===== config.mk =====
export PLATFORM = sky130hd
export DESIGN_NAME = conv_bram_arbiter
export DESIGN_NICKNAME = d
export VERILOG_FILES = /design/src/rtl/conv_bram_arbiter_pkg.sv /design/src/rtl/conv_bram_arbiter_rd_tag_pipe.sv /design/src/rtl/conv_bram_arbiter.sv
export SDC_FILE = /design/constraint.sdc
export NUM_CORES = 1
export LEC_CHECK = 0
export CAP_MARGIN = 20
export CORE_AREA = 8 8 62 74
export DETAILED_ROUTE_END_ITERATION = 8
export DIE_AREA = 0 0 70 82
export PLACE_DENSITY = 0.89
export SLEW_MARGIN = 20
export SYNTH_ARGS = -nofsm -noshare
export SYNTH_HDL_FRONTEND = slang
export SYNTH_HIERARCHICAL = 1
export SYNTH_SLANG_ARGS = --single-unit

===== constraint.sdc =====
create_clock -name clk -period 2.5 [get_ports clk]
set_clock_uncertainty 0.1 [all_clocks]
set_input_delay 0.5 -clock clk [delete_from_list [all_inputs] [get_ports clk]]
set_output_delay 0.5 -clock clk [all_outputs]
set_load 0.05 [all_outputs]

===== src/rtl/conv_bram_arbiter_pkg.sv =====
// Shared constants and encodings for the conv/host image BRAM arbiter.
package conv_bram_arbiter_pkg;

  localparam int unsigned AW        = 15;
  localparam int unsigned DW        = 8;
  localparam int unsigned MAX_BURST = 9;

  typedef enum logic {
    OWNER_CONV = 1'b0,
    OWNER_HOST = 1'b1
  } owner_e;

  typedef enum logic [1:0] {
    IDLE = 2'd0,
    OWN0 = 2'd1,
    OWN1 = 2'd2
  } state_e;

  typedef struct packed {
    logic   valid;
    owner_e owner;
  } rd_tag_t;

endpackage


===== src/rtl/conv_bram_arbiter_rd_tag_pipe.sv =====
// Delays each read tag by the BRAM read latency so returned data is steered to
// the requester that issued the read, even after the grant has moved on.
module conv_bram_arbiter_rd_tag_pipe
  import conv_bram_arbiter_pkg::*;
#(
  parameter int unsigned RD_LAT = 1
) (
  input  logic    clk,
  input  logic    rst_n,
  input  rd_tag_t push,
  output logic    rvalid0,
  output logic    rvalid1
);

  rd_tag_t stage [RD_LAT];

  // Reset flushes in-flight reads so none are reported after release.
  always_ff @(posedge clk or negedge rst_n) begin
    if (!rst_n) begin
      for (int i = 0; i < int'(RD_LAT); i++) stage[i] <= '0;
    end else begin
      stage[0] <= push;
      for (int i = 1; i < int'(RD_LAT); i++) stage[i] <= stage[i-1];
    end
  end

  assign rvalid0 = stage[RD_LAT-1].valid && (stage[RD_LAT-1].owner == OWNER_CONV);
  assign rvalid1 = stage[RD_LAT-1].valid && (stage[RD_LAT-1].owner == OWNER_HOST);

endmodule


===== src/rtl/conv_bram_arbiter.sv =====
// Round-robin, burst-bounded arbiter sharing one single-port image BRAM
// between the convolution engine (0) and the host/readout side (1).
module conv_bram_arbiter #(
  parameter int unsigned AW        = conv_bram_arbiter_pkg::AW,
  parameter int unsigned DW        = conv_bram_arbiter_pkg::DW,
  parameter int unsigned RD_LAT    = 1,
  parameter int unsigned MAX_BURST = conv_bram_arbiter_pkg::MAX_BURST
) (
  input  logic          clk,
  input  logic          rst_n,
  input  logic          req0,
  input  logic          we0,
  input  logic [AW-1:0] addr0,
  input  logic [DW-1:0] wdata0,
  output logic          gnt0,
  output logic          rvalid0,
  input  logic          req1,
  input  logic          we1,
  input  logic [AW-1:0] addr1,
  input  logic [DW-1:0] wdata1,
  output logic          gnt1,
  output logic          rvalid1,
  output logic [DW-1:0] rdata,
  output logic          bram_ena,
  output logic          bram_wea,
  output logic [AW-1:0] bram_addr,
  output logic [DW-1:0] bram_din,
  input  logic [DW-1:0] bram_dout,
  output logic          busy
);
  import conv_bram_arbiter_pkg::*;

  localparam int unsigned CW = $clog2(MAX_BURST + 1);

  state_e        state;
  owner_e        last_owner;
  logic [CW-1:0] beat_cnt;
  logic          beat0;
  logic          beat1;
  logic          at_limit;
  logic [CW-1:0] cnt_inc;
  rd_tag_t       push_tag;

  assign beat0    = (state == OWN0) && req0;
  assign beat1    = (state == OWN1) && req1;
  assign at_limit = beat_cnt >= CW'(MAX_BURST - 1);
  assign cnt_inc  = (beat_cnt >= CW'(MAX_BURST)) ? beat_cnt : beat_cnt + CW'(1);

  // Grant FSM; a saturated owner yields on its next beat once the other side asks.
  always_ff @(posedge clk or negedge rst_n) begin
    if (!rst_n) begin
      state      <= IDLE;
      last_owner <= OWNER_HOST;
      beat_cnt   <= '0;
    end else begin
      case (state)
        IDLE: begin
          if (req0 && (!req1 || last_owner == OWNER_HOST)) state <= OWN0;
          else if (req1)                                   state <= OWN1;
        end
        OWN0: begin
          if (!req0 || (at_limit && req1)) begin
            state      <= req1 ? OWN1 : IDLE;
            last_owner <= OWNER_CONV;
            beat_cnt   <= '0;
          end else begin
            beat_cnt <= cnt_inc;
          end
        end
        OWN1: begin
          if (!req1 || (at_limit && req0)) begin
            state      <= req0 ? OWN0 : IDLE;
            last_owner <= OWNER_HOST;
            beat_cnt   <= '0;
          end else begin
            beat_cnt <= cnt_inc;
          end
        end
        default: state <= IDLE;
      endcase
    end
  end

  assign gnt0 = (state == OWN0);
  assign gnt1 = (state == OWN1);
  assign busy = (state != IDLE);

  // BRAM port follows the owner's beat; quiet and zeroed otherwise.
  always_comb begin
    bram_ena  = 1'b0;
    bram_wea  = 1'b0;
    bram_addr = '0;
    bram_din  = '0;
    if (beat0) begin
      bram_ena  = 1'b1;
      bram_wea  = we0;
      bram_addr = addr0;
      bram_din  = wdata0;
    end else if (beat1) begin
      bram_ena  = 1'b1;
      bram_wea  = we1;
      bram_addr = addr1;
      bram_din  = wdata1;
    end
  end

  always_comb begin
    push_tag       = '0;
    push_tag.valid = (beat0 && !we0) || (beat1 && !we1);
    push_tag.owner = beat1 ? OWNER_HOST : OWNER_CONV;
  end

  conv_bram_arbiter_rd_tag_pipe #(
    .RD_LAT (RD_LAT)
  ) u_rd_tag_pipe (
    .clk     (clk),
    .rst_n   (rst_n),
    .push    (push_tag),
    .rvalid0 (rvalid0),
    .rvalid1 (rvalid1)
  );

  assign rdata = bram_dout;

endmodule

-- Yosys cells after proc, flatten, opt, wreduce, memory -nomap -nowiden
Cells that the tools add are included.
- register bits after elaboration: 9
- input port bits: 60
- output and inout bits: 38
- logic and storage cells: 58
- $add $sub $neg: 1
- order comparisons: 2
- equal/unequal tests: 5
- mux-type cells: 22
- bitwise gates (word level): 1
- reduce and logical (&&, ||, !) cells: 22
- operators by type and width (operator ; number):
    $mux 15 ; 2
    $mux 8 ; 2
    $mux 4 ; 3
    $mux 2 ; 5
    $logic_and 1x1->1 ; 9
    $ge 4x4->1 const B ; 2
    $pmux 4 s2 ; 1
    $mux 1 ; 7
    $pmux 2 s3 ; 1
    $reduce_and 3->1 ; 2
    $add 4x1->4 const B ; 1
    $logic_not 1->1 ; 4
    $logic_or 1x1->1 ; 4
    $ne 2x1->1 const B ; 2
    $reduce_bool 2->1 ; 2
    $ne 3x3->1 const B ; 1
    $eq 2x1->1 const B ; 1
    $eq 2x2->1 const B ; 1
    $logic_not 2->1 ; 1
    $pmux 1 s2 ; 1
    $not 1->1 ; 1

-- Depth between registers and ports, before layout
Gate-level depths: netlist of run 1.
- word-level depth: 5
- mapped depth: 7
- gate-level depth less buffers: 6

-- Modules after synthesis
The synthesis of run 1 kept the hierarchy.
- by module, submodules not included (module ; times used ; cells each ; area an instance (sq um) ; seq. area each (sq um)):
    conv_bram_arbiter ; 1 ; 101 ; 885.8 ; 176.4
    conv_bram_arbiter_rd_tag_pipe ; 1 ; 4 ; 66.3 ; 50.0

-- Worst setup path after synthesis of run 1
No wires, ideal clock.
- kind: register to output
- start: register state[0]
- end: output port bram_addr[0]
- arrival: 2.095 ns
- required time: 1.900 ns
- slack: -0.195 ns
- cell stages (with the launch flop): 7
- buffers on the path: 1
- cells stage by stage: dfrtp_1 inv_1 ha_1 nand2_1 nor2_4 buf_4 a22o_1
- word-level cells in the longest chain between the ends: 4
- elaborated cells between the ends (all ways): 6
- those cells by class: eq/ne: 2; mux: 2; reduce/logical: 2
- ends and longest elaborated chain (element ; line ; text):
    from (decl) ; conv_bram_arbiter.sv:35 ; state_e state;
    from (signal assigned) ; conv_bram_arbiter.sv:63 ; state <= req1 ? OWN1 : IDLE;
    from (signal assigned) ; conv_bram_arbiter.sv:72 ; state <= req0 ? OWN0 : IDLE;
    $eq 2x2->1 ; - ;
    named net gnt1 ; conv_bram_arbiter.sv:21 ; output logic gnt1,
    $logic_and 1x1->1 ; conv_bram_arbiter.sv:45 ; assign beat1 = (state == OWN1) && req1;
    $mux 15 ; conv_bram_arbiter.sv:99 ; end else if (beat1) begin
    $mux 15 ; conv_bram_arbiter.sv:94 ; if (beat0) begin
    to (decl) ; conv_bram_arbiter.sv:26 ; output logic [AW-1:0] bram_addr,
The timed path passes the listed nets, and every way through them passes these cells.

-- Worst setup path in the final report of run 1
- start: register state[1]
- end: output port bram_din[7]
- word-level cells in the longest chain between the ends: 4
- elaborated cells between the ends (all ways): 6
- those cells by class: eq/ne: 2; mux: 2; reduce/logical: 2
- ends and longest elaborated chain (element ; line ; text):
    $eq 2x2->1 ; conv_bram_arbiter.sv:45 ;
    $logic_and 1x1->1 ; conv_bram_arbiter.sv:45 ;
    $mux 8 ; conv_bram_arbiter.sv:99 ;
    $mux 8 * ; conv_bram_arbiter.sv:94 ;
    to (decl) ; conv_bram_arbiter.sv:27 ; output logic [DW-1:0] bram_din,
Every way passes the cells marked *; elsewhere a longest branch is shown, timed or not.

==> metrics.yaml, run 1 <==
ys_ff_latch: 9
start_kind: "flip-flop"
drt-total-wl_um: 3810
grtUsageTotal_pct: 12.7
clock_latency_ps: 240
grt_setup_unrepaired: "no"
detailedPlace.worstSlack_ps: 120
tightestPinTransition_ps: 504
grt_pass1_wl_um: 5820
tns_ps: 0
hold_viol: 0
cts-root-buf: "clkbuf_8"
irDropWorstVdd_uv: 662
route.antenna.remaining_nets: 0
first_global_vias: 1143
firstDrtPassIters: 4
io_pins: 98
wl_per_cell_um: 17.3
antenna_found_initial: 0
crit_type: "flip-flop to primary output"
critPathCaptureType: "primary output"
drive_above_1_share_pct: 27.6
drc_errors: 0
r2r_cells: 7
cp.required_ps: 1900
cap_violations: 0
worstPathCellList: "inv_1, ha_2, and2_4, nor2_4, buf_12, a22o_1, buf_12"
fp.dieW_um: 70
cp.depth: 7
path_buf_inv: 3
post-cts-setup-buffers: 0
hold_class: "flip-flop to flip-flop"
ys_types: 34
crit_family: "buffers and inverters"
cts_tree: "yes"
cts_buffer_depth: 2
setup_violations: 0
grt-ovfl-total: 0
crit_path_max_incr_delay_ps: 410
post-route-worst-setup-slack_ps: 98.9
start_util_pct: 27.3
finalNetCount: 250
via_per_inst: 4.99
clk_pin_slew_ps: 50
drt_iter0_drc: 38
ys_seq_area_share_pct: 23.8
dieArea_sq_um: 5740
area_growth_pct: 118
avgSynthCellArea_sq_um: 9.07
fp-row-count: 24
synth_area_sq_um: 952
outcome: "completed"
slowest_stage: "dfrtp_1"
port_buffers: 81
yosys_warnings: 6
vias: 1097
p_leak_nw: 0.885
gp_congestion: 0.837
grt_max_degree: 27
cts_sinks: 9
max_freq_mhz: 416
fin_crit_sh_pct: 96.0
syn_nets: 173
numCtsBuffers: 3
crit_top_cell: "buf_12"
path_max_fanout: 24
die_h_um: 82
cp.arrival_ps: 1800
p_per_area_nw_per_um2: 995
htreeDepth: 1
dpl.hpwl_um: 3300
fill_cells: 296
max_slew_margin_pct: 66.3
core_sq_um: 3480
min_period_ps: 2400
synthesis.instances: 105
diodes: 0
hold_path_depth: 2
maxSlewViolCount: 0
final_core_util_pct: 59.6
metrics by stage:
stage	total power, mW	cells	hold WS [ps]	cell area, sq um
floorplan	1.24	105	104	957
global placement	1.86	216	376	2020
detailed placement	1.89	216	407	2020
CTS	2.08	220	414	2070
global route	2.18	220	424	2080
finish	2.07	220	406	2080
synth_stat cells:
| cell type | count | share of area (%) |
|---|---|---|
| a211oi_1 | 1 | 0.79 |
| a211oi_2 | 1 | 1.3 |
| a21oi_1 | 5 | 2.6 |
| a221oi_1 | 1 | 0.92 |
| a22o_1 | 24 | 22 |
| a311o_1 | 1 | 1.1 |
| a31oi_1 | 1 | 0.66 |
| a41oi_1 | 1 | 0.92 |
| and2_2 | 1 | 0.79 |
| and2_4 | 1 | 0.92 |
| and2b_2 | 1 | 0.92 |
| buf_2 | 3 | 1.6 |
| buf_4 | 10 | 7.9 |
| buf_6 | 1 | 1.2 |
| dfrtp_1 | 8 | 21 |
| dfstp_2 | 1 | 2.8 |
| ha_1 | 8 | 11 |
| inv_1 | 9 | 3.5 |
| inv_2 | 1 | 0.39 |
| mux2_4 | 1 | 1.6 |
| mux2i_1 | 3 | 3.2 |
| nand2_1 | 7 | 2.8 |
| nand2b_1 | 1 | 0.66 |
| nand3_1 | 1 | 0.53 |
| nor2_1 | 4 | 1.6 |
| nor2_4 | 1 | 1.2 |
| nor2b_2 | 1 | 0.92 |
| nor3_1 | 1 | 0.53 |
| o211ai_2 | 1 | 1.3 |
| o21ai_1 | 1 | 0.53 |
| o21ai_2 | 1 | 0.92 |
| o22ai_1 | 1 | 0.66 |
| or3b_1 | 1 | 0.92 |
| xnor2_1 | 1 | 0.92 |
report_power, final:
group          switching [mW]  internal, mW
logic                   0.877         0.754
clock network          0.0640         0.109
registers              0.0522         0.209
worst paths after layout:
path                                  from  slack (ps)          end
worst min-delay path            last_owner         410   last_owner
worst min register to register  last_owner         410   last_owner
max in group asynchronous            rst_n        1520   last_owner
worst max register to register    state[1]         580     state[0]
min in group asynchronous            rst_n         460  beat_cnt[0]
worst max-delay path              state[1]         100  bram_din[7]
kinds of logic after synthesis:
group | count (synthesis) | share of synthesized area [%]
compound gates | 39 | 33.8
xor+xnor | 1 | 0.920
fa+ha+maj | 8 | 10.5
buf+inv | 24 | 14.6
flops | 9 | 23.8
mux | 4 | 4.73
simple gates | 20 | 11.7
per-layer routing:
| layer | vias up | wire length [um] | track usage (%) |
|---|---|---|---|
| li1 | 527 | - | - |
| met1 | 498 | 1370 | 11.9 |
| met2 | 66 | 1990 | 24.4 |
| met3 | 6 | 396 | 4.95 |
| met4 | 0 | 59 | 5.43 |
| met5 | - | 0 | 0 |
cells in the final DEF, fill, tap and decap left out, types with 3 or more instances in the layout:
cell             netlist  routed
a22o_1                24      24
nand2_1                7       7
clkdlybuf4s50_1        0      53
buf_4                 10       6
clkbuf_8               0       3
dfrtp_1                8       8
buf_12                 0      27
ha_1                   8       6
a21oi_1                5       5
nor2_1                 4       4
mux2i_1                3       3
inv_1                  9       9
final cells by class:
cell class                 instances  area, sq um  area share [%]
multi-input combinational         72          602            29.0
timing repair buffer              86         1120            53.7
clock inverter                     1         5.00           0.241
inverter                          10         37.5            1.81
tap                               39         48.8            2.35
clock buffer                       3         41.3            1.99
sequential                         9          226            10.9
registers in the layout, summed over array words and instances, names as in the netlist:
name / cells
state: 2
last_owner: 1
u_rd_tag_pipe/stage: 2
beat_cnt: 4
tightest hold or removal path: stages, from the launching register on:
cell      delay [ps]
dfstp_2          370
inv_1             50
a221oi_1          70
timing repair:
item,4_1_cts,5_1_grt
gates resized for setup,0,1
hold buffers,0,0
endpoints found under the setup margin,0,1
No activity file was read; power rests on OpenSTA's default activity.
==> run 2, diff against run 1 <==
--- a/config.mk
+++ b/config.mk
@@ -6,10 +6,10 @@
 export NUM_CORES = 1
 export LEC_CHECK = 0
 export CAP_MARGIN = 20
-export CORE_AREA = 8 8 62 74
+export CORE_AREA = 8 8 65 78
 export DETAILED_ROUTE_END_ITERATION = 8
-export DIE_AREA = 0 0 70 82
-export PLACE_DENSITY = 0.89
+export DIE_AREA = 0 0 73 86
+export PLACE_DENSITY = 0.85
 export SLEW_MARGIN = 20
 export SYNTH_ARGS = -nofsm -noshare
 export SYNTH_HDL_FRONTEND = slang
==> constraint.sdc (replaced) <==
create_clock -name clk -period 2 [get_ports clk]
set_clock_uncertainty 0.1 [all_clocks]
set_input_delay 0.4 -clock clk [delete_from_list [all_inputs] [get_ports clk]]
set_output_delay 0.4 -clock clk [all_outputs]
set_load 0.05 [all_outputs]
==> run 2 against run 1 <==
The flow now finishes with violations (setup timing). Clock power up 23%. Routed wire length is 23% higher. Count of clock-buffer cells in the layout unchanged. Sequential share of layout area shrank 1.8 points. Critical path type unchanged.
==> metrics.yaml, run 2 (synthesis gave the netlist of run 1 again) <==
outcome: "finished with violations"
violations: "setup timing"
htreeDepth: 1  # unchanged
io_pins: 98  # unchanged
cap_violations: 0  # unchanged
dieArea_sq_um: 6280  # +9.4%
grt-ovfl-total: 0  # unchanged
die_h_um: 86  # +4.9%
pwr-share-comb_pct: 82.5  # +3.5 points
start_kind: "flip-flop"
final_cells: 247  # +12%
setup_violations: 24  # +24
power_switching_share_pct: 45.2  # -2.9 points
start_util_pct: 24.7  # -2.6 points
clk_pin_slew_ps: 50  # about the same
numCtsBuffers: 3  # unchanged
first_global_vias: 1226  # +7.3%
path_max_fanout: 3  # -88%
cts_hold_buf: 0  # unchanged
cp.required_ps: 1500  # -400 ps
firstDrtPassIters: 4  # unchanged
drt_iter0_drc: 42  # +11%
max_slew_margin_pct: 72.5  # +6.2 points
path_buf_inv: 4  # +1
fp.dieW_um: 73  # +4.3%
cp.arrival_ps: 1660  # -140 ps
finalNetCount: 262  # +4.8%
hold_viol: 0  # unchanged
cts-root-buf: "clkbuf_8"
maxSlewViolCount: 0  # unchanged
tns_ps: -2580  # -2580 ps
crit_path_max_incr_delay_ps: 380  # -30 ps
tightestPinTransition_ps: 411  # -92.8 ps
route.antenna.remaining_nets: 0  # unchanged
cts_tree: "yes"
internal_power_mw: 1.70  # +59%
grtUsageTotal_pct: 14.5  # +1.8 points
seqPwrFrac_pct: 10.6  # -2.0 points
p_per_area_nw_per_um2: 1240  # +25%
largestRegisters: "beat_cnt x4, state x2, u_rd_tag_pipe/stage x2"
critPathCaptureType: "primary output"
cts_buffer_depth: 2  # unchanged
p_sw_mw: 1.40  # +41%
irDropWorstVdd_uv: 863  # +30%
crit_family: "buffers and inverters"
port_buffers: 81  # unchanged
drive_above_1_share_pct: 49.2  # +22 points
top_register: "beat_cnt"
mostFrequentLayoutCell: "clkdlybuf4s50_1"
gp_congestion: 0.746  # -11%
p_leak_nw: 1.11  # +26%
grt_setup_unrepaired: "yes"
post-route-worst-setup-slack_ps: -160  # -259 ps
worstPathCellList: "inv_2, ha_4, and2_4, nor2_4, buf_4, buf_6, a22o_4, buf_12"
drt-total-wl_um: 4670  # +23%
max_freq_mhz: 463
placed_cells: 237  # +9.7%
hold_class: "primary input to async pin"
vias: 1190  # +8.5%
antenna_found_initial: 0  # unchanged
cts_sinks: 9  # unchanged
clock_latency_ps: 240  # about the same
core_sq_um: 3850  # +10%
fill_cells: 265  # -10%
diodes: 0  # unchanged
final_core_util_pct: 64.7  # +5.1 points
grt_pass1_wl_um: 7040  # +21%
fin_crit_sh_pct: 108
grt_max_degree: 24  # -11%
area_growth_pct: 162
crit_type: "flip-flop to primary output"
wl_per_cell_um: 18.9  # +9.2%
min_period_ps: 2160
mostFrequentLayoutCells: "49 x clkdlybuf4s50_1, 31 x buf_12, 24 x a22o_4, 14 x buf_4"
drc_errors: 0  # unchanged
largest_reg_flops: 4  # unchanged
dpl.hpwl_um: 3930  # +19%
fp-row-count: 25  # +4.2%
slowest_stage: "dfrtp_1"
via_per_inst: 4.82  # -3.4%
clkPwrFrac_pct: 6.8  # -1.6 points
-- run 2: cell types whose count changed in the layout (fill, tap and decap cells not counted), moves of 2 or more --
cell / delta
a22o_4: +24
ha_4: +2
inv_1: -2
buf_6: +2
nand2_1: -2
dlygate4sd2_1: +2
inv_2: +2
clkdlybuf4s50_1: -4
buf_12: +4
buf_4: +8
a22o_1: -24
-- run 2: routing by layer --
metal  vias to the layer above  share of wire [%]  track usage, %
met5                         -                  0               0
met4                         0                1.0            3.47
met3                         6                 13            6.65
met2                        75                 47            24.6
met1                       555                 39            15.8
li1                        554                  -               -
-- run 2: worst reg2reg max path: cells and delay by family, from the launching register on --
family,cells,cell delay (ps)
compound gates,2,210
fa+ha+maj,1,280
buf+inv,3,310
flops,1,360
simple gates,2,540
-- run 2: cell type report --
cell class	instances	area (sq um)	share of cell area, %
multi-input cells	72	856	34.4
repair buffers	98	1260	50.4
well taps	54	67.6	2.71
flip-flops and latches	9	228	9.14
clock buffers	3	41.3	1.66
clock inverters	1	5.00	0.201
inverters	10	37.5	1.51
-- run 2: worst paths after layout --
| kind | start | endpoint | slack, ps | cells after the start |
|---|---|---|---|---|
| worst max-delay path | state[1] | bram_wea | -160 | 8 |
| worst min-delay path | rst_n | beat_cnt[1] | 360 | 1 |
| worst max register to register | state[1] | beat_cnt[2] | 130 | 8 |
| worst min register to register | last_owner | last_owner | 400 | 2 |
| max in group asynchronous | rst_n | last_owner | 1120 | 1 |
| min in group clk | last_owner | last_owner | 400 | 2 |
-- run 2: power by group through the flow --
stage | registers [mW] | logic [mW] | clock network (mW)
final | 0.330 | 2.56 | 0.212
after global routing | 0.338 | 2.70 | 0.233
after CTS | 0.326 | 2.47 | 0.221
after detailed placement | 0.326 | 2.38 | 0
after global placement | 0.323 | 2.34 | 0
after floorplan | 0.317 | 1.42 | 0
-- run 2: per-stage QoR --
| step | setup WS, ps | power [mW] | hold slack, ps | cell area (sq um) |
|---|---|---|---|---|
| 5_1_grt | -212 | 3.27 | 390 | 2490 |
| 3_3_place_gp | -133 | 2.66 | 374 | 2330 |
| 2_1_floorplan | -54.0 | 1.74 | 4.41 | 1170 |
| 3_5_place_dp | -176 | 2.71 | 392 | 2330 |
| 6_report | -160 | 3.10 | 361 | 2490 |
| 4_1_cts | -149 | 3.02 | 365 | 2450 |
-- run 2: what timing repair did --
action | CTS | global route
setup endpoints to repair | 24 | 27
setup buffers | 5 | 1
pin swaps | 0 | 0
hold endpoints to repair | 0 | 0
gates resized for setup | 10 | 5
